[config.mk]
export PLATFORM = sky130hd
export DESIGN_NAME = forward_scoreboard_flat
export DESIGN_NICKNAME = d
export VERILOG_FILES = /design/src/rtl/forward_scoreboard_if.sv /design/src/rtl/forward_scoreboard.sv /design/src/flat_wrapper.sv
export SDC_FILE = /design/constraint.sdc
export NUM_CORES = 1
export LEC_CHECK = 0
export ABC_AREA = 1
export BUFFER_PORTS_ARGS = -buffer_cell sky130_fd_sc_hd__buf_2
export CAP_MARGIN = 20
export CORE_MARGIN = 5
export CORE_UTILIZATION = 45
export CTS_CLUSTER_DIAMETER = 30
export CTS_CLUSTER_SIZE = 28
export DETAILED_ROUTE_END_ITERATION = 10
export HOLD_SLACK_MARGIN = 0.06
export PLACE_DENSITY = 0.73
export SYNTH_ARGS = -nofsm -noshare
export SYNTH_HDL_FRONTEND = slang
export SYNTH_SLANG_ARGS = --single-unit
[constraint.sdc]
create_clock -name clk -period 2.5 [get_ports clk]
set_input_delay 0.125 -clock clk [delete_from_list [all_inputs] [get_ports clk]]
set_output_delay 0.125 -clock clk [all_outputs]
set_load 0.01 [all_outputs]
[src/rtl/forward_scoreboard_if.sv]
// Bundle between the ID/EX register, the forwarding scoreboard and the EX operand muxes.
interface forward_scoreboard_if #(
   parameter int unsigned REG_AW = 3,
   parameter int unsigned LANES  = 2,
   parameter int unsigned NSRC   = 3,
   parameter int unsigned DEPTH  = 2,
   parameter int unsigned CNT_W  = 16
);
   localparam int unsigned SELW = $clog2(1 + DEPTH * LANES);

   logic [LANES-1:0]             issue_valid;
   logic [LANES-1:0]             issue_we;
   logic [LANES-1:0]             issue_load;
   logic [LANES*REG_AW-1:0]      issue_rd;
   logic [LANES-1:0]             issue_setflag;
   logic [LANES-1:0]             ex_flag_n;
   logic [LANES*NSRC*REG_AW-1:0] id_src;
   logic                         flush;
   logic [LANES*NSRC*SELW-1:0]   fwd_sel;
   logic                         stall;
   logic                         flag_n;
   logic [CNT_W-1:0]             stall_cnt;

   // Pipeline side: presents the ID/EX packet, consumes bypass controls
   modport master (
      output issue_valid, issue_we, issue_load, issue_rd, issue_setflag, ex_flag_n, id_src,
             flush,
      input  fwd_sel, stall, flag_n, stall_cnt
   );

   // Scoreboard side
   modport slave (
      input  issue_valid, issue_we, issue_load, issue_rd, issue_setflag, ex_flag_n, id_src,
             flush,
      output fwd_sel, stall, flag_n, stall_cnt
   );
endinterface

[src/rtl/forward_scoreboard.sv]
// In-flight write scoreboard for the EX/MEM..MEM/WB window: bypass selects, load-use stall,
// N-flag forwarding and a saturating stall counter.
module forward_scoreboard #(
   parameter int unsigned REG_AW = 3,
   parameter int unsigned LANES  = 2,
   parameter int unsigned NSRC   = 3,
   parameter int unsigned DEPTH  = 2,
   parameter int unsigned CNT_W  = 16
) (
   input logic                clk,
   input logic                rst_n,
   forward_scoreboard_if.slave bus
);
   localparam int unsigned SELW = $clog2(1 + DEPTH * LANES);

   // Index 0 is stage 1 (EX/MEM), index DEPTH-1 is MEM/WB
   logic [DEPTH-1:0][LANES-1:0]             valid_q, valid_d;
   logic [DEPTH-1:0][LANES-1:0]             we_q, we_d;
   logic [DEPTH-1:0][LANES-1:0]             load_q, load_d;
   logic [DEPTH-1:0][LANES-1:0]             setflag_q, setflag_d;
   logic [DEPTH-1:0][LANES-1:0]             n_q, n_d;
   logic [DEPTH-1:0][LANES-1:0][REG_AW-1:0] rd_q, rd_d;
   logic                                    arch_n_q, arch_n_d;
   logic [CNT_W-1:0]                        stall_cnt_q, stall_cnt_d;

   logic [LANES*NSRC*SELW-1:0] fwd_sel;
   logic                       stall;
   logic                       flag_n;
   logic [REG_AW-1:0]          src_x;
   logic                       found_x;
   logic                       ld_win;
   logic                       found_f;

   // Bypass select per source: first hit scanning oldest-stage-last, youngest-lane-first
   always_comb begin
      fwd_sel = '0;
      stall   = 1'b0;
      src_x   = '0;
      found_x = 1'b0;
      ld_win  = 1'b0;
      for (int l = 0; l < LANES; l++) begin
         for (int s = 0; s < NSRC; s++) begin
            src_x   = bus.id_src[(l*NSRC+s)*REG_AW +: REG_AW];
            found_x = 1'b0;
            ld_win  = 1'b0;
            for (int d = 0; d < DEPTH; d++) begin
               for (int j = LANES - 1; j >= 0; j--) begin
                  if (!found_x && valid_q[d][j] && we_q[d][j] && (rd_q[d][j] == src_x) &&
                      (src_x != '0)) begin
                     found_x = 1'b1;
                     fwd_sel[(l*NSRC+s)*SELW +: SELW] = SELW'(1 + d*LANES + j);
                     // Load data is not ready until stage 2
                     ld_win = (d == 0) && load_q[d][j];
                  end
               end
            end
            if (bus.issue_valid[l] && ld_win) begin
               stall = 1'b1;
            end
         end
      end
   end

   // Youngest in-flight flag setter wins, otherwise the architectural flag
   always_comb begin
      flag_n  = arch_n_q;
      found_f = 1'b0;
      for (int d = 0; d < DEPTH; d++) begin
         for (int j = LANES - 1; j >= 0; j--) begin
            if (!found_f && valid_q[d][j] && setflag_q[d][j]) begin
               found_f = 1'b1;
               flag_n  = n_q[d][j];
            end
         end
      end
   end

   // Next state: flush kills entries; otherwise shift, load stage 1 or a bubble, retire
   always_comb begin
      valid_d     = valid_q;
      we_d        = we_q;
      load_d      = load_q;
      setflag_d   = setflag_q;
      n_d         = n_q;
      rd_d        = rd_q;
      arch_n_d    = arch_n_q;
      stall_cnt_d = stall_cnt_q;
      if (bus.flush) begin
         valid_d = '0;
      end else begin
         for (int d = DEPTH - 1; d > 0; d--) begin
            valid_d[d]   = valid_q[d-1];
            we_d[d]      = we_q[d-1];
            load_d[d]    = load_q[d-1];
            setflag_d[d] = setflag_q[d-1];
            n_d[d]       = n_q[d-1];
            rd_d[d]      = rd_q[d-1];
         end
         valid_d[0]   = stall ? '0 : bus.issue_valid;
         we_d[0]      = bus.issue_we;
         load_d[0]    = bus.issue_load;
         setflag_d[0] = bus.issue_setflag;
         n_d[0]       = bus.ex_flag_n;
         for (int l = 0; l < LANES; l++) begin
            rd_d[0][l] = bus.issue_rd[l*REG_AW +: REG_AW];
         end
         // Ascending scan so the highest retiring setter lands last
         for (int l = 0; l < LANES; l++) begin
            if (valid_q[DEPTH-1][l] && setflag_q[DEPTH-1][l]) begin
               arch_n_d = n_q[DEPTH-1][l];
            end
         end
         if (stall && (stall_cnt_q != '1)) begin
            stall_cnt_d = stall_cnt_q + CNT_W'(1);
         end
      end
   end

   // State registers
   always_ff @(posedge clk or negedge rst_n) begin
      if (!rst_n) begin
         valid_q     <= '0;
         we_q        <= '0;
         load_q      <= '0;
         setflag_q   <= '0;
         n_q         <= '0;
         rd_q        <= '0;
         arch_n_q    <= 1'b0;
         stall_cnt_q <= '0;
      end else begin
         valid_q     <= valid_d;
         we_q        <= we_d;
         load_q      <= load_d;
         setflag_q   <= setflag_d;
         n_q         <= n_d;
         rd_q        <= rd_d;
         arch_n_q    <= arch_n_d;
         stall_cnt_q <= stall_cnt_d;
      end
   end

   assign bus.fwd_sel   = fwd_sel;
   assign bus.stall     = stall;
   assign bus.flag_n    = flag_n;
   assign bus.stall_cnt = stall_cnt_q;
endmodule

[src/flat_wrapper.sv]
// flat-port wrapper written by rule: the top's interface ports become plain ports
module forward_scoreboard_flat 
#(
   parameter int unsigned REG_AW = 3,
   parameter int unsigned LANES  = 2,
   parameter int unsigned NSRC   = 3,
   parameter int unsigned DEPTH  = 2,
   parameter int unsigned CNT_W  = 16
)
  (clk, rst_n, bus_issue_valid, bus_issue_we, bus_issue_load, bus_issue_rd, bus_issue_setflag, bus_ex_flag_n, bus_id_src, bus_flush, bus_fwd_sel, bus_stall, bus_flag_n, bus_stall_cnt);
  forward_scoreboard_if #(.REG_AW(REG_AW), .LANES(LANES), .NSRC(NSRC), .DEPTH(DEPTH), .CNT_W(CNT_W)) bus_i ();
  input logic clk;
  input logic rst_n;
  input wire logic [$bits(bus_i.issue_valid)-1:0] bus_issue_valid;
  input wire logic [$bits(bus_i.issue_we)-1:0] bus_issue_we;
  input wire logic [$bits(bus_i.issue_load)-1:0] bus_issue_load;
  input wire logic [$bits(bus_i.issue_rd)-1:0] bus_issue_rd;
  input wire logic [$bits(bus_i.issue_setflag)-1:0] bus_issue_setflag;
  input wire logic [$bits(bus_i.ex_flag_n)-1:0] bus_ex_flag_n;
  input wire logic [$bits(bus_i.id_src)-1:0] bus_id_src;
  input wire logic [$bits(bus_i.flush)-1:0] bus_flush;
  output wire logic [$bits(bus_i.fwd_sel)-1:0] bus_fwd_sel;
  output wire logic [$bits(bus_i.stall)-1:0] bus_stall;
  output wire logic [$bits(bus_i.flag_n)-1:0] bus_flag_n;
  output wire logic [$bits(bus_i.stall_cnt)-1:0] bus_stall_cnt;
  assign bus_i.issue_valid = bus_issue_valid;
  assign bus_i.issue_we = bus_issue_we;
  assign bus_i.issue_load = bus_issue_load;
  assign bus_i.issue_rd = bus_issue_rd;
  assign bus_i.issue_setflag = bus_issue_setflag;
  assign bus_i.ex_flag_n = bus_ex_flag_n;
  assign bus_i.id_src = bus_id_src;
  assign bus_i.flush = bus_flush;
  assign bus_fwd_sel = bus_i.fwd_sel;
  assign bus_stall = bus_i.stall;
  assign bus_flag_n = bus_i.flag_n;
  assign bus_stall_cnt = bus_i.stall_cnt;
  forward_scoreboard #(.REG_AW(REG_AW), .LANES(LANES), .NSRC(NSRC), .DEPTH(DEPTH), .CNT_W(CNT_W)) u_core (.clk(clk), .rst_n(rst_n), .bus(bus_i));
endmodule
==> out/qor.yml <==
floorplanning:
  placementRows: 33
  core_um2: 8180
  initial_core_util_pct: 45.9
  dieHeight_um: 101
  pin_count: 73
  die_area_um2: 10300
  die_w_um: 101
finish:
  fillers: 802
  multiInputGateArea_um2: 2230
  area_growth_pct: 16.4
  antennaDiodeCount: 0
  final_common_cell: "nand2_1"
  seq_area_um2: 1180
  drive_gt1_share_pct: 22.3
  stdcell_count: 734
  final_cell_mix: "nand2_1, buf_2, dfrtp_1, nand3_1, inv_1"
  nets: 666
yosys:
  synth_top_cells_by_area: "dfrtp_1, nand2_1, nand3_1"
  synth_top_area_share_pct: 31.4
  synth_fp_nets: 595
  ys_ff_latch: 47
  synth-compound-area-share_pct: 11.5
  synthesis.area_um2: 3750
  syn_inst: 557
  syn_avg_cell_area_um2: 6.73
  synth-simple-area-share_pct: 39.6
  synthXorXnorAreaFrac_pct: 7.91
  synth_top_family_by_area: "simple AND/OR/NAND/NOR gates"
  synth.distinct_cells: 39
  synth_ff_type: "dfrtp_1"
  synth_area_leader_cell: "dfrtp_1"
  yosys_warnings: 0
  synth_edf_count: 0
  ys_seq_area_share_pct: 31.4
  synth_fa_ha_area_share_pct: 0.334
  synthMuxAreaShare_pct: 0
  ys_async_sr_fraction_pct: 100
power:
  ir_worst_vdd_mv: 0.366
  pwr_density_cell_nw_per_um2: 443
  p_leak_nw: 2.26
  power_mw: 1.94
setup_path:
  r2r-start: "u_core.bus.stall_cnt[0]"
  crit_end: "bus_stall"
  worst_path_largest_cell_delay_ps: 480
  crit_slowest_cell: "dfrtp_2"
  worstPathMaxFanout: 20
  path_depth: 12
  crit_top_cell: "nand2_1"
  path_delay_family: "simple AND/OR/NAND/NOR gates"
  cp-end-kind: "primary output"
  reg2regPathDepth: 9
  reg2reg_to: "u_core.bus.stall_cnt[12]"
  crit_type: "reg -> out"
  startpoint: "u_core.rd_q[3]"
  crit_chain: "inv_2 > nand2_1 > nand3_1 > nor2_2 > nand2_1 > nand2_1 > nand2_1 > nand2_1 > nand3_2 > nand2_2 > nand2_8 > buf_2"
  critical_path.startpoint_type: "register"
  cp_num_buf_inv: 2
  cp.arrival_ps: 2170
  cp.required_ps: 2380
  r2r_slack_ps: 280
placement:
  dp_cells: 710
  gp_congestion: 0.952
  hpwl_um: 8010
  io_buffers: 72
sta:
  min_period_over_period_pct: 91.9
  finalSetupViolCount: 0
  slew_headroom_pct: 66.9
  finalSetupTns_ps: 0
  rsz0062_at_grt: "no"
  period_needed_ps: 2300
  finClkSkew_ps: 8.97
  fmaxAchievable_mhz: 435
  tightest_slew_ps: 496
  slew_viol_final: 0
  hold_violations: 0
clocking:
  postCtsSetupBuffers: 0
  clockBufferDepth: 2
  cts_buffers: 5
  clk_latency_ps: 310
  cts.clk_slew.worst_paths_ps: 100
  cts_tree: "done"
  cts_htree_levels: 2
  cts_root_buffer: "clkbuf_8"
  numClockSinks: 47
grt:
  grt_pass1_wl_um: 17700
  grt_use_met1_pct: 29.4
  top_usage_layer: "met2"
  use_met3_pct: 2.69
  grt_max_degree: 48
  grt.overflow.total: 0
  antenna_found_initial: 0
  grt_util_met2_pct: 34.2
  grt_pass1_vias: 3715
  grt_usage_pct: 21.4
routing:
  wl_per_cell_um: 14.8
  ant_nets: 0
  via_per_inst: 5.35
  drtIter0Drc: 205
  drc: 0
  wl_um: 10800
  vias: 3929
  dr.pass1.iters: 5
worst_hold_path:
  hold_class: "in -> reg"
  hold_depth: 3
run:
  maxCapViolCount: 0
run_status:
  outcome: "finished, final reports clean"
-- routing by layer --
metal	wire, um	vias to the layer above
met3	878	21
li1	-	1943
met4	227	0
met5	0	-
met1	4650	1814
met2	5080	151
-- sequential cells by signal, summed over array words and instances, names as in the netlist --
name / flops
u_core.bus.stall_cnt: 16
u_core.rd_q: 12
u_core.n_q: 4
u_core.setflag_q: 4
u_core.valid_q: 4
u_core.we_q: 4
u_core.load_q: 2
u_core.arch_n_q: 1
-- Yosys cell counts, types with 11 or more instances --
master / n
nand2_1: 202
inv_1: 33
dfrtp_1: 47
xnor2_1: 12
nand3_1: 40
inv_2: 14
nand2_2: 11
o22ai_1: 11
nor2_2: 13
a21oi_1: 20
xor2_1: 20
o21ai_0: 21
nor2_1: 30
-- kinds of logic (layout without fill, tap and decap cells) --
family,after synthesis,in the layout
simple gates,330,330
buf+inv,75,147
compound gates,71,71
flops,47,47
xor+xnor,33,33
fa+ha+maj,1,1
-- power breakdown --
group,internal [mW],leakage (nW),switching (mW),total [mW]
registers,0.827,0.602,0.109,0.936
clock network,0.208,0.0467,0.292,0.499
logic,0.194,1.61,0.308,0.502
total,1.23,2.26,0.708,1.94
-- worst min-delay path by stage --
| stage | from | slack, ps | endpoint |
|---|---|---|---|
| 5_1_grt | bus_issue_valid[0] | 100 | u_core.valid_q[0] |
| 4_1_cts | bus_issue_valid[1] | 60 | u_core.valid_q[1] |
| 3_3_place_gp | bus_issue_setflag[0] | 320 | u_core.setflag_q[0] |
| 2_1_floorplan | rst_n | -170 | u_core.arch_n_q |
| 3_5_place_dp | bus_issue_we[1] | 320 | u_core.we_q[1] |
| 6_report | bus_issue_valid[1] | 80 | u_core.valid_q[1] |
-- repair_timing --
| action | CTS | global route |
|---|---|---|
| hold buffers | 15 | 0 |
| gates resized for setup | 0 | 4 |
| setup endpoints to repair | 0 | 1 |
| endpoints found under the hold margin | 61 | 0 |
-- final cells by class --
type	count	share of cell area, %
Multi-Input combinational cell	435	51.2
Sequential cell	47	27.0
Timing Repair Buffer	89	12.3
Inverter	50	4.30
Tap cell	105	3.01
Clock buffer	5	1.58
Clock inverter	3	0.630
-- metrics by stage --
stage	setup slack [ps]	utilization, %	instance area (um2)	hold WS, ps
finish	203	53.4	4370	77.3
global route	24.9	53.4	4370	95.6
CTS	59.1	53.0	4340	64.4
detailed placement	283	50.0	4090	323
global placement	358	50.0	4090	323
floorplan	622	-	3750	-171
-- worst register-to-register path, cell delays in order (launching register included) --
cell     delay, ps
dfrtp_1        510
ha_1           230
inv_1           70
nor3_2         300
nand2_1        150
o41ai_2        270
inv_2          240
nand2_4        240
nand2_1         80
nand2_1         70
Note: power is estimated with default switching activity, not from simulation.
